==> src/rtl/seq_pkg.sv <==
// Shared types for the program sequencer: the run FSM state and the next-PC
// select code produced by the next-PC decoder.
//   seq_state_t : IDLE / RUN / DONE
//   pc_sel_t    : HOLD / INC / ABS / REL
package seq_pkg;

  typedef enum logic [1:0] {
    IDLE = 2'd0,
    RUN  = 2'd1,
    DONE = 2'd2
  } seq_state_t;

  typedef enum logic [1:0] {
    HOLD = 2'd0,
    INC  = 2'd1,
    ABS  = 2'd2,
    REL  = 2'd3
  } pc_sel_t;

endpackage : seq_pkg

==> src/rtl/seq_next_pc.sv <==
// Combinational next-PC decoder for the single-issue core.
// Ports: pc_i/target_i (D bits) and branch/jump/stall controls in;
//        next_pc_o (D bits) and the chosen select code sel_o out.
module seq_next_pc
  import seq_pkg::*;
#(
  parameter int unsigned D = 12
) (
  input  logic [D-1:0] pc_i,
  input  logic [D-1:0] target_i,
  input  logic         branch_en_i,
  input  logic         cond_i,
  input  logic         reljump_en_i,
  input  logic         absjump_en_i,
  input  logic         stall_i,
  output logic [D-1:0] next_pc_o,
  output pc_sel_t      sel_o
);

  logic taken;
  assign taken = branch_en_i & cond_i;

  always_comb begin
    sel_o = INC;
    // A stall masks the branch entirely; Control re-presents it afterwards.
    if (stall_i) begin
      sel_o = HOLD;
    end else if (taken && absjump_en_i) begin
      // Absolute wins when both jump enables are set.
      sel_o = ABS;
    end else if (taken && reljump_en_i) begin
      sel_o = REL;
    end
  end

  always_comb begin
    next_pc_o = pc_i;
    case (sel_o)
      HOLD:    next_pc_o = pc_i;
      INC:     next_pc_o = pc_i + D'(1);
      ABS:     next_pc_o = target_i;
      // Two's-complement offset; the add simply wraps at D bits.
      REL:     next_pc_o = pc_i + target_i;
      default: next_pc_o = pc_i;
    endcase
  end

endmodule : seq_next_pc

==> src/rtl/prog_sequencer.sv <==
// Program sequencer: PC update, req/done four-phase start handshake, stall
// handling, halt / done-address finish detection and a cycle watchdog.
// Ports: clk, reset (async active-low), req, branch/jump/stall/halt controls
//        and target in; prog_ctr, fetch_en, busy, done, timeout, cycle_cnt out.
module prog_sequencer
  import seq_pkg::*;
#(
  parameter int unsigned D          = 12,
  parameter int unsigned START_ADDR = 0,
  parameter int unsigned DONE_ADDR  = 105,
  parameter bit          DONE_EN    = 1'b1,
  parameter int unsigned CW         = 16,
  parameter int unsigned MAX_CYCLES = 65535
) (
  input  logic          clk,
  input  logic          reset,
  input  logic          req,
  input  logic          branch_en,
  input  logic          cond,
  input  logic          reljump_en,
  input  logic          absjump_en,
  input  logic [D-1:0]  target,
  input  logic          stall,
  input  logic          halt,
  output logic [D-1:0]  prog_ctr,
  output logic          fetch_en,
  output logic          busy,
  output logic          done,
  output logic          timeout,
  output logic [CW-1:0] cycle_cnt
);

  localparam logic [D-1:0]  START_PC = D'(START_ADDR);
  localparam logic [D-1:0]  DONE_PC  = D'(DONE_ADDR);
  // Last count value still allowed in RUN; reaching it ends the run.
  localparam logic [CW-1:0] WD_LAST  = CW'(MAX_CYCLES - 1);

  seq_state_t    state_q, state_d;
  logic [D-1:0]  pc_q, pc_d;
  logic [CW-1:0] cnt_q, cnt_d;
  logic          timeout_q, timeout_d;

  logic [D-1:0]  npc;
  pc_sel_t       npc_sel;
  logic          in_run;
  logic          at_done_addr;
  logic          wd_hit;

  seq_next_pc #(
    .D (D)
  ) u_next_pc (
    .pc_i         (pc_q),
    .target_i     (target),
    .branch_en_i  (branch_en),
    .cond_i       (cond),
    .reljump_en_i (reljump_en),
    .absjump_en_i (absjump_en),
    .stall_i      (stall),
    .next_pc_o    (npc),
    .sel_o        (npc_sel)
  );

  assign in_run       = (state_q == RUN);
  assign at_done_addr = DONE_EN && (pc_q == DONE_PC);
  assign wd_hit       = (cnt_q == WD_LAST);

  // Both suppressing conditions come from registered state, so fetch_en never
  // depends on a datapath input. A halt instruction is itself fetched and
  // executed; the run ends on the edge that follows it.
  assign fetch_en  = in_run && !at_done_addr && !wd_hit;
  assign busy      = in_run;
  assign done      = (state_q == DONE);
  assign prog_ctr  = pc_q;
  assign timeout   = timeout_q;
  assign cycle_cnt = cnt_q;

  always_comb begin
    state_d   = state_q;
    pc_d      = pc_q;
    cnt_d     = cnt_q;
    timeout_d = timeout_q;
    case (state_q)
      IDLE: begin
        // Previous run's cycle_cnt/timeout stay visible until a new req.
        if (req) begin
          state_d   = RUN;
          pc_d      = START_PC;
          cnt_d     = '0;
          timeout_d = 1'b0;
        end
      end
      RUN: begin
        // Finishing cycles hold PC and count; cycle_cnt therefore reports
        // the number of RUN cycles that advanced or stalled the program.
        if (at_done_addr) begin
          state_d = DONE;
        end else if (wd_hit) begin
          state_d   = DONE;
          timeout_d = 1'b1;
        end else if (!stall && halt) begin
          state_d = DONE;
        end else begin
          if (npc_sel != HOLD) begin
            pc_d = npc;
          end
          cnt_d = (cnt_q == '1) ? cnt_q : cnt_q + CW'(1);
        end
      end
      DONE: begin
        // done is held until the requester drops req.
        if (!req) begin
          state_d = IDLE;
        end
      end
      default: begin
        state_d = IDLE;
      end
    endcase
  end

  always_ff @(posedge clk or negedge reset) begin
    if (!reset) begin
      state_q   <= IDLE;
      pc_q      <= START_PC;
      cnt_q     <= '0;
      timeout_q <= 1'b0;
    end else begin
      state_q   <= state_d;
      pc_q      <= pc_d;
      cnt_q     <= cnt_d;
      timeout_q <= timeout_d;
    end
  end

endmodule : prog_sequencer
==> config.mk <==
export PLATFORM = sky130hd
export DESIGN_NAME = prog_sequencer
export DESIGN_NICKNAME = d
export VERILOG_FILES = /design/src/rtl/seq_pkg.sv /design/src/rtl/seq_next_pc.sv /design/src/rtl/prog_sequencer.sv
export SDC_FILE = /design/constraint.sdc
export NUM_CORES = 1
export LEC_CHECK = 0
export CORE_MARGIN = 2
export CORE_UTILIZATION = 50
export CTS_CLUSTER_SIZE = 14
export DETAILED_ROUTE_END_ITERATION = 10
export PLACE_DENSITY = 0.79
export SYNTH_ARGS = -nofsm -noshare
export SYNTH_HDL_FRONTEND = slang
export SYNTH_HIERARCHICAL = 1
export SYNTH_SLANG_ARGS = --single-unit
==> constraint.sdc <==
create_clock -name clk -period 2.7 [get_ports clk]
set_input_delay 0.405 -clock clk [delete_from_list [all_inputs] [get_ports clk]]
set_output_delay 0.405 -clock clk [all_outputs]
set_load 0.05 [all_outputs]
### After elaboration in Yosys (flattened, before gate mapping)

Index checks and enable logic that the tools add are counted.

| storage, ports and cells | value |
|---|---|
| bits in writable memories | 0 |
| register bits | 31 |
| memory bits (read-only) | 0 |
| word-level logic and storage cells | 68 |
| memories kept | 0 |
| input bits | 21 |
| latch bits | 0 |

| cells by class | value |
|---|---|
| bitwise operators | 1 |
| shift-type cells | 0 |
| div/mod/pow operators | 0 |
| muxes and demuxes | 26 |
| $lt $le $gt $ge | 0 |
| reduce and logical (&&, ||, !) cells | 16 |
| add/subtract/negate cells | 3 |
| $mul | 0 |
| eq/ne operators | 18 |

Operators with widths:

| cell | count |
|---|---|
| 16-bit 2-to-1 mux | 5 |
| 12-bit 2-to-1 mux | 5 |
| 12-bit case mux with 3 select lines | 1 |
| 16-bit == test, second input constant | 2 |
| 16-bit case mux with 2 select lines | 1 |
| 12-bit case mux with 2 select lines | 1 |
| 16-bit by 1-bit adder with 16-bit output, second input constant | 1 |
| 2-bit 2-to-1 mux | 8 |
| 2-bit != test, second input constant | 7 |
| 12-bit by 1-bit adder with 12-bit output, second input constant | 1 |
| 12-bit adder | 1 |
| 12-bit by 7-bit == test with 1-bit output, second input constant | 1 |
| 7-bit AND reduction | 1 |
| 2-bit == test, second input constant | 3 |
| 2-bit case mux with 3 select lines | 1 |
| 6-bit AND reduction | 1 |
| 1-bit logical AND | 5 |
| 2-bit by 1-bit == test with 1-bit output, second input constant | 2 |
| 2-bit logical NOT | 2 |
| 2-bit by 1-bit != test with 1-bit output, second input constant | 2 |
| 4-bit by 1-bit != test with 1-bit output, second input constant | 1 |
| 4-bit AND reduction | 1 |
| 2-bit nonzero test | 2 |
| 1-bit logical NOT | 3 |
| 4 further kinds | 6 |

### Depth between registers and ports, before layout

Gate-level depths: netlist of the first run.

| logic depth | value |
|---|---|
| depth in word-level cells | 12 |
| gate-level depth with buffers | 13 |
| depth with buffers taken out | 13 |

### Hierarchy

Netlist of the first run, hierarchy kept.

By module, submodules not included:

| module | cells an instance | area each (µm²) | seq. area each (µm²) | times used |
|---|---|---|---|---|
| prog_sequencer | 166 | 1625.3 | 775.7 | 1 |
| seq_next_pc | 109 | 808.3 | 0.0 | 1 |

### Least setup slack after synthesis of the first run

Ideal clock, no wire load.

| path | value |
|---|---|
| path type | in2reg |
| from | in stall |
| to | reg pc_q[10], in the netlist prog_ctr[10] |
| arrival | 2.644 ns |
| stages on the path | 12 |
| slack | -0.065 ns |
| path buffers | 1 |
| cell sequence | nand3b_1 -> nor3b_2 -> clkbuf_1 -> nand2_1 -> fa_1 -> nor2b_4 -> o211ai_2 -> a21boi_2 -> o41ai_2 -> a21o_1 -> a31o_1 -> a22o_1 |

| between the ends | value |
|---|---|
| longest elaborated chain between the ends | 8 |
| elaborated cells on any way between the ends | 18 |
| classes of those cells | eq/ne: 6; mux: 7; reduce/logical: 5 |

RTL lines:

| what | RTL line | RTL |
|---|---|---|
| start, declared | prog_sequencer.sv:23 | `input logic stall,` |
| 2-bit 2-to-1 mux * | seq_next_pc.sv:26 | `if (stall_i) begin` |
| 2-bit == test or 2-bit by 1-bit == test with 1-bit output (tied branches) | seq_next_pc.sv:38 | `case (sel_o)` |
| 12-bit case mux with 3 select lines * | seq_next_pc.sv:38 |  |
| via npc[10] | prog_sequencer.sv:43 | `logic [D-1:0] npc;` |
| 12-bit 2-to-1 mux * | prog_sequencer.sv:103 | `if (npc_sel != HOLD) begin` |
| 12-bit 2-to-1 mux * | prog_sequencer.sv:100 | `end else if (!stall && halt) begin` |
| 12-bit 2-to-1 mux * | prog_sequencer.sv:97 | `end else if (wd_hit) begin` |
| 12-bit 2-to-1 mux * | prog_sequencer.sv:95 | `if (at_done_addr) begin` |
| 12-bit case mux with 2 select lines * | prog_sequencer.sv:82 | `case (state_q)` |
| end signal, assigned | prog_sequencer.sv:129 | `pc_q <= pc_d;` |
| end, declared | prog_sequencer.sv:39 | `logic [D-1:0] pc_q, pc_d;` |

The timed path passes the listed nets; every way through them passes the cells marked *. The select of a mux whose other input is x is not followed.
A chain may end at the register's enable or synchronous reset.

### Final worst setup path of the first run

Same ends and word-level chain as after synthesis.

==> results of run 1 <==
## how the worst max path moves through the flow
stage / slack [ps] / to
3_3_place_gp: -450 / prog_ctr[10]
4_1_cts: 1 / prog_ctr[10]
5_1_grt: -8 / prog_ctr[10]
3_5_place_dp: -570 / prog_ctr[8]
2_1_floorplan: 20 / prog_ctr[10]
6_report: 20 / prog_ctr[10]
## cells by family (layout without fill, tap and decap cells)
| group | after synthesis | in the layout | synth area share, % |
|---|---|---|---|
| compound gates | 97 | 97 | 28.79 |
| fa+ha+maj | 14 | 14 | 7.507 |
| flops | 31 | 31 | 31.88 |
| mux | 1 | 1 | 0.4627 |
| xor+xnor | 10 | 10 | 3.599 |
| buf+inv | 30 | 114 | 5.038 |
| simple gates | 92 | 92 | 22.73 |
## state kept, by name, summed over array words and instances, names as in the netlist
| signal | count |
|---|---|
| prog_ctr | 12 |
| timeout | 1 |
| state_q | 2 |
| cycle_cnt | 16 |
## repair_timing
item,CTS,global route
endpoints found under the setup margin,6,12
gates resized for setup,15,17
pin swaps,9,10
buffers inserted,8,1
## cell usage in the layout, fill, tap and decap left out, drive strengths merged, types with 5 or more instances in the layout
cell,instances
a22o,13
nand4,5
ha,13
and3,5
o21ai,21
and2,10
a22oi,8
buf,39
nand3,12
a21oi,6
nand2b,6
nand2,16
clkbuf,8
a31oi,22
xnor2,6
nor3,5
inv,18
nor2,14
clkdlybuf4s50,46
dfrtp,31
## per-layer routing
metal	share of wire (%)	wire, um
met1	43	3120
met4	3.6	262
met3	5.0	363
met5	0	0
met2	49	3530
## cell type report
type                    instances  area [sq um]  area share, %
clock buffers                   6         82.58          2.414
clock inverters                 1         5.005         0.1463
inverters                      18         67.56          1.975
multi-input cells             214          1617          47.26
flip-flops and latches         31         775.7          22.68
well taps                      67         83.83          2.451
repair buffers                 89         789.5          23.08
## metrics by stage
| step | setup TNS, ps | cell area, sq um | worst slack (ps) |
|---|---|---|---|
| 6_report | 0 | 3421 | 19.56 |
| 5_1_grt | -7.888 | 3421 | -7.888 |
| 4_1_cts | 0 | 3361 | 1.051 |
| 3_5_place_dp | -3749 | 3193 | -572.7 |
| 3_3_place_gp | -2392 | 3193 | -453.0 |
| 2_1_floorplan | 0 | 2437 | 15.34 |
## power by group through the flow
stage / registers [uW] / clock network [uW] / logic, uW
5_1_grt: 733 / 404 / 1420
3_5_place_dp: 711 / 0 / 1290
3_3_place_gp: 706 / 0 / 1270
4_1_cts: 704 / 381 / 1310
2_1_floorplan: 975 / 0 / 547
6_report: 711 / 376 / 1340
## Yosys cell counts (all sizes together), types with 3 or more instances
library cell  instances  area (sq um)
a31o                  3         26.28
nor3                  5         25.02
a31oi                22         137.6
dfrtp                31         775.7
nand3                12         65.06
nand2b                6         37.54
a22o                 13         113.9
clkbuf                9         33.78
and3                  5         36.28
xor2                  4         35.03
o211ai                4         40.03
o21ai                21         105.1
and2                 10         62.56
nand4                 5         43.79
buf                   3         21.27
nand2                16         60.06
nor2                 14         52.55
a21o                  4         30.03
a21oi                 6         30.03
inv                  18         67.56
nor2b                 4         32.53
a22oi                 8         60.06
ha                   13         162.7
xnor2                 6         52.55
==> impl_metrics.env, run 1 <==
export IMPL_power_internal_uw=1268
export IMPL_ctsHoldBuffers=0
export IMPL_clock_fmax_mhz=373.1
export IMPL_grt_use_met3_pct=4.801
export IMPL_path_class="primary input to flop"
export IMPL_worst_path_stages=14
export IMPL_routedWlPerCell_um=17.08
export IMPL_cts_tree="yes"
export IMPL_hold_worst_slack_ps=511.1
export IMPL_clockPowerShare_pct=15.5
export IMPL_clk_latency_ps=280
export IMPL_clkTransAtPathRegs_ps=60
export IMPL_synth_nets=310
export IMPL_portBuffers=52
export IMPL_antenna_found_initial=0
export IMPL_grt_pass1_vias=2439
export IMPL_status="completed"
export IMPL_cp_end_kind="flop"
export IMPL_start_kind="primary input"
export IMPL_setup_violations=0
export IMPL_grt_pass1_wl_mm=11.86
export IMPL_ir_drop_mv=0.3549
export IMPL_cts_buffers=5
export IMPL_antenna_left=0
export IMPL_synth_seq_cells=31
export IMPL_sw_frac_of_total_pct=47.71
export IMPL_combinationalPowerShare_pct=55.2
export IMPL_clockBufferDepth=2
export IMPL_synth_area_sq_um=2434
export IMPL_ys_warn_count=6
export IMPL_grtUsageMet1_pct=36.69
export IMPL_drt_pass1_iterations=4
export IMPL_r2r_cells=10
export IMPL_cts_root_buffer="clkbuf_8"
export IMPL_diodes=0
export IMPL_hold_viol=0
export IMPL_r2r_setup_slack_ps=430
export IMPL_synth_edf_count=0
export IMPL_p_leak_uw=0.001516
export IMPL_hold_path_class="primary input to async pin"
export IMPL_syn_inst=275
export IMPL_slew_viol_final=0
export IMPL_tightest_slew_ps=614.8
export IMPL_postLayoutCoreUtil_pct=72.42
export IMPL_cp_num_buf_inv=3
export IMPL_use_met2_pct=45.44
export IMPL_maxSlewHeadroom_pct=59.01
export IMPL_drt_iter0_markers=204
export IMPL_dp_cells=410
export IMPL_drc=0
export IMPL_slowest_delay_ps=290
export IMPL_die_width_um=73.77
export IMPL_maxCapViolations=0
export IMPL_rows=25
export IMPL_grtUsageTotal_pct=28.25
export IMPL_async_reset_ff_share_pct=100.0
export IMPL_vias_per_cell=6.028
export IMPL_power_density_nw_per_um2=708.9
export IMPL_slowest_stage="ha_1"
export IMPL_final_cells=426
export IMPL_htreeDepth=2
export IMPL_die_area_sq_um=5441
export IMPL_min_period_ps=2680
export IMPL_gr_max_usage_layer="met2"
export IMPL_wirelength_mm=7.277
export IMPL_fp_dieH_um=73.77
export IMPL_post_route_period_util_pct=99.28
export IMPL_arrival_ps=2860
export IMPL_gp_congestion=0.9103
export IMPL_finalClockSkew_ps=3.002
export IMPL_crit_family="simple AND/OR/NAND/NOR gates"
export IMPL_synth_flop_cell="dfrtp_1"
export IMPL_crit_chain="buf_8, nand3b_1, nor3b_4, buf_6, and2_1, ha_1, buf_4, and2_1, nor3_2, nor2_1, o41ai_2, nand3_1, a31o_1, a22o_1"
export IMPL_crit_reg2reg_capture="prog_ctr[10]"
export IMPL_ys_types=60
export IMPL_fillers=351
export IMPL_cp_data_required_time_ps=2870
export IMPL_drive_gt1_share_pct=22.84
export IMPL_core_area_sq_um=4723
export IMPL_start_util_pct=51.52
export IMPL_critPathMaxFanout=6
export IMPL_area_growth_pct=40.57
export IMPL_ios=53
export IMPL_dp_hpwl_mm=5.163
export IMPL_vias=2568
export IMPL_pwr_share_seq_pct=29.3
export IMPL_numClockSinks=31
export IMPL_p_sw_uw=1157
export IMPL_crit_path_frequent_cell="and2_1"
export IMPL_timing_rr_start="prog_ctr[0]"
export IMPL_grt_overflow_total=0
export IMPL_seq_area_frac_synth_pct=31.88
export IMPL_syn_area_per_cell_sq_um=8.849
export IMPL_power_uw=2425
export IMPL_cp_startpoint="stall"
export IMPL_fin_nets=394
export IMPL_grt_max_degree=32
No activity file was read; power rests on OpenSTA's default activity.
==> run 2: changes to the inputs <==
--- a/config.mk
+++ b/config.mk
@@ -6,10 +6,10 @@
 export NUM_CORES = 1
 export LEC_CHECK = 0
 export CORE_MARGIN = 2
-export CORE_UTILIZATION = 50
+export CORE_UTILIZATION = 55
 export CTS_CLUSTER_SIZE = 14
 export DETAILED_ROUTE_END_ITERATION = 10
-export PLACE_DENSITY = 0.79
+export PLACE_DENSITY = 0.86
 export SYNTH_ARGS = -nofsm -noshare
 export SYNTH_HDL_FRONTEND = slang
 export SYNTH_HIERARCHICAL = 1
==> constraint.sdc (replaced) <==
create_clock -name clk -period 3.24 [get_ports clk]
set_input_delay 0.486 -clock clk [delete_from_list [all_inputs] [get_ports clk]]
set_output_delay 0.486 -clock clk [all_outputs]
set_load 0.05 [all_outputs]
==> run 2 against run 1 <==
Compared with the run above: highest routed layer unchanged; cell count decreased by 8.2%; worst setup slack improved by 160 ps; largest cell class unchanged; largest power group unchanged; combinational power decreased by 22%; clock power decreased by 19%; die area decreased by 8.6%.
==> impl_metrics.env, run 2 (synthesis gave the netlist of run 1 again) <==
export IMPL_die_width_um=70.52
export IMPL_cp_end_kind="flop"
export IMPL_antenna_found_initial=0
export IMPL_grtUsageMet1_pct=37.31
export IMPL_vias=2506
export IMPL_gr_max_usage_layer="met2"
export IMPL_finalSetupTns_ps=0
export IMPL_clock_fmax_mhz=326.5
export IMPL_grt_pass1_vias=2401
export IMPL_grt_pass1_wl_mm=11.59
export IMPL_cp_data_required_time_ps=3420
export IMPL_grtUsageTotal_pct=29.35
export IMPL_fin_nets=373
export IMPL_combinationalPowerShare_pct=54.0
export IMPL_ir_drop_mv=0.2677
export IMPL_maxSlewHeadroom_pct=30.65
export IMPL_numClockSinks=31
export IMPL_path_class="primary input to flop"
export IMPL_critPathMaxFanout=7
export IMPL_dp_hpwl_mm=4.975
export IMPL_area_growth_pct=30.18
export IMPL_gp_congestion=1.058
export IMPL_final_common_cell="clkdlybuf4s50_1"
export IMPL_use_met2_pct=49.58
export IMPL_rsz0062_at_grt="no"
export IMPL_wirelength_mm=6.897
export IMPL_diodes=0
export IMPL_power_internal_uw=996.6
export IMPL_grt_max_degree=32
export IMPL_p_sw_uw=953.2
export IMPL_clockPowerShare_pct=15.7
export IMPL_ios=53
export IMPL_slew_viol_final=0
export IMPL_cts_buffers=5
export IMPL_hold_viol=0
export IMPL_drt_iter0_markers=312
export IMPL_min_period_ps=3063
export IMPL_die_area_sq_um=4973
export IMPL_drt_pass1_iterations=5
export IMPL_setup_ws_ps=177.3
export IMPL_rows=24
export IMPL_start_util_pct=56.67
export IMPL_core_area_sq_um=4294
export IMPL_power_density_nw_per_um2=615.5
export IMPL_drc=0
export IMPL_p_leak_uw=0.001389
export IMPL_pre_cts_ws_ps=-96.05
export IMPL_ctsHoldBuffers=0
export IMPL_sw_frac_of_total_pct=48.89
export IMPL_maxCapViolations=0
export IMPL_postLayoutCoreUtil_pct=73.78
export IMPL_clk_latency_ps=290
export IMPL_largest_reg_flops=16
export IMPL_htreeDepth=2
export IMPL_cts_root_buffer="clkbuf_8"
export IMPL_grt_use_met3_pct=5.628
export IMPL_routedWlPerCell_um=17.64
export IMPL_post_cts_buffers=0
export IMPL_post_route_period_util_pct=94.53
export IMPL_drive_gt1_share_pct=12.09
export IMPL_arrival_ps=3240
export IMPL_portBuffers=52
export IMPL_start_kind="primary input"
export IMPL_fp_dieH_um=70.52
export IMPL_finalClockSkew_ps=8.836
export IMPL_clockBufferDepth=2
export IMPL_status="completed"
export IMPL_final_cell_mix="52 x clkdlybuf4s50_1, 31 x dfrtp_1, 22 x a31oi_1"
export IMPL_grt_overflow_total=0
export IMPL_vias_per_cell=6.409
export IMPL_clkTransAtPathRegs_ps=70
export IMPL_antenna_left=0
export IMPL_setup_violations=0
export IMPL_cts_tree="yes"
export IMPL_hold_path_class="flop to flop"
export IMPL_pwr_share_seq_pct=30.4
export IMPL_tightest_slew_ps=1033
run 2: layer usage:
layer | up-vias | part of all wire [%]
li1 | 1168 | -
met1 | 1210 | 42
met2 | 112 | 49
met3 | 16 | 6.7
met4 | 0 | 2.7
met5 | - | 0
run 2: timing repair:
action / in CTS / in global routing
setup endpoints to repair: 0 / 2
endpoints found under the hold margin: 0 / 0
resized for setup: 0 / 1
run 2: path summary, 6_finish.rpt:
| path | cells past startpoint | slack, ps | end | start |
|---|---|---|---|---|
| setup reg to reg | 5 | 640 | prog_ctr[7] | prog_ctr[5] |
| min in group asynchronous | 2 | 600 | cycle_cnt[6] | reset |
| hold reg to reg | 2 | 490 | timeout | timeout |
| hold / removal | 2 | 490 | timeout | timeout |
| max in group asynchronous | 2 | 2350 | cycle_cnt[10] | reset |
| setup / recovery | 14 | 180 | prog_ctr[11] | stall |
run 2: area by class of cell:
type                       count  area, sq um
multi-input combinational    214         1538
fill                         339         1126
sequential                    31        775.7
timing repair buffer          68        640.6
clock buffer                   7        76.32
inverter                      18        67.56
tap                           52        65.06
clock inverter                 1        5.005
run 2: worst max-delay path: stages:
cell and delay, ps:
clkdlybuf4s50_1 430, nand3b_1 210, nor3b_2 180, buf_4 160
buf_4 140, and2_1 130, ha_1 250, a21o_1 190
a31o_2 260, a21oi_1 210, o221ai_2 130, xnor2_1 190
o21ai_1 80, a22o_1 200
run 2: power groups by stage:
stage | registers, uW | logic (uW) | clock network [uW]
after floorplan | 812 | 455 | 0
after global placement | 593 | 1020 | 0
after detailed placement | 591 | 1040 | 0
after CTS | 588 | 1040 | 307
after global routing | 608 | 1120 | 320
final | 592 | 1050 | 305
run 2: per-stage QoR:
step	total power (uW)	instance area [sq um]	std cells	hold WS [ps]
6_report	1950	3168	391	487.8
5_1_grt	2043	3168	391	522.1
4_1_cts	1939	3166	391	493.7
3_5_place_dp	1630	3084	383	480.6
3_3_place_gp	1611	3084	383	472.1
2_1_floorplan	1267	2434	275	190.4
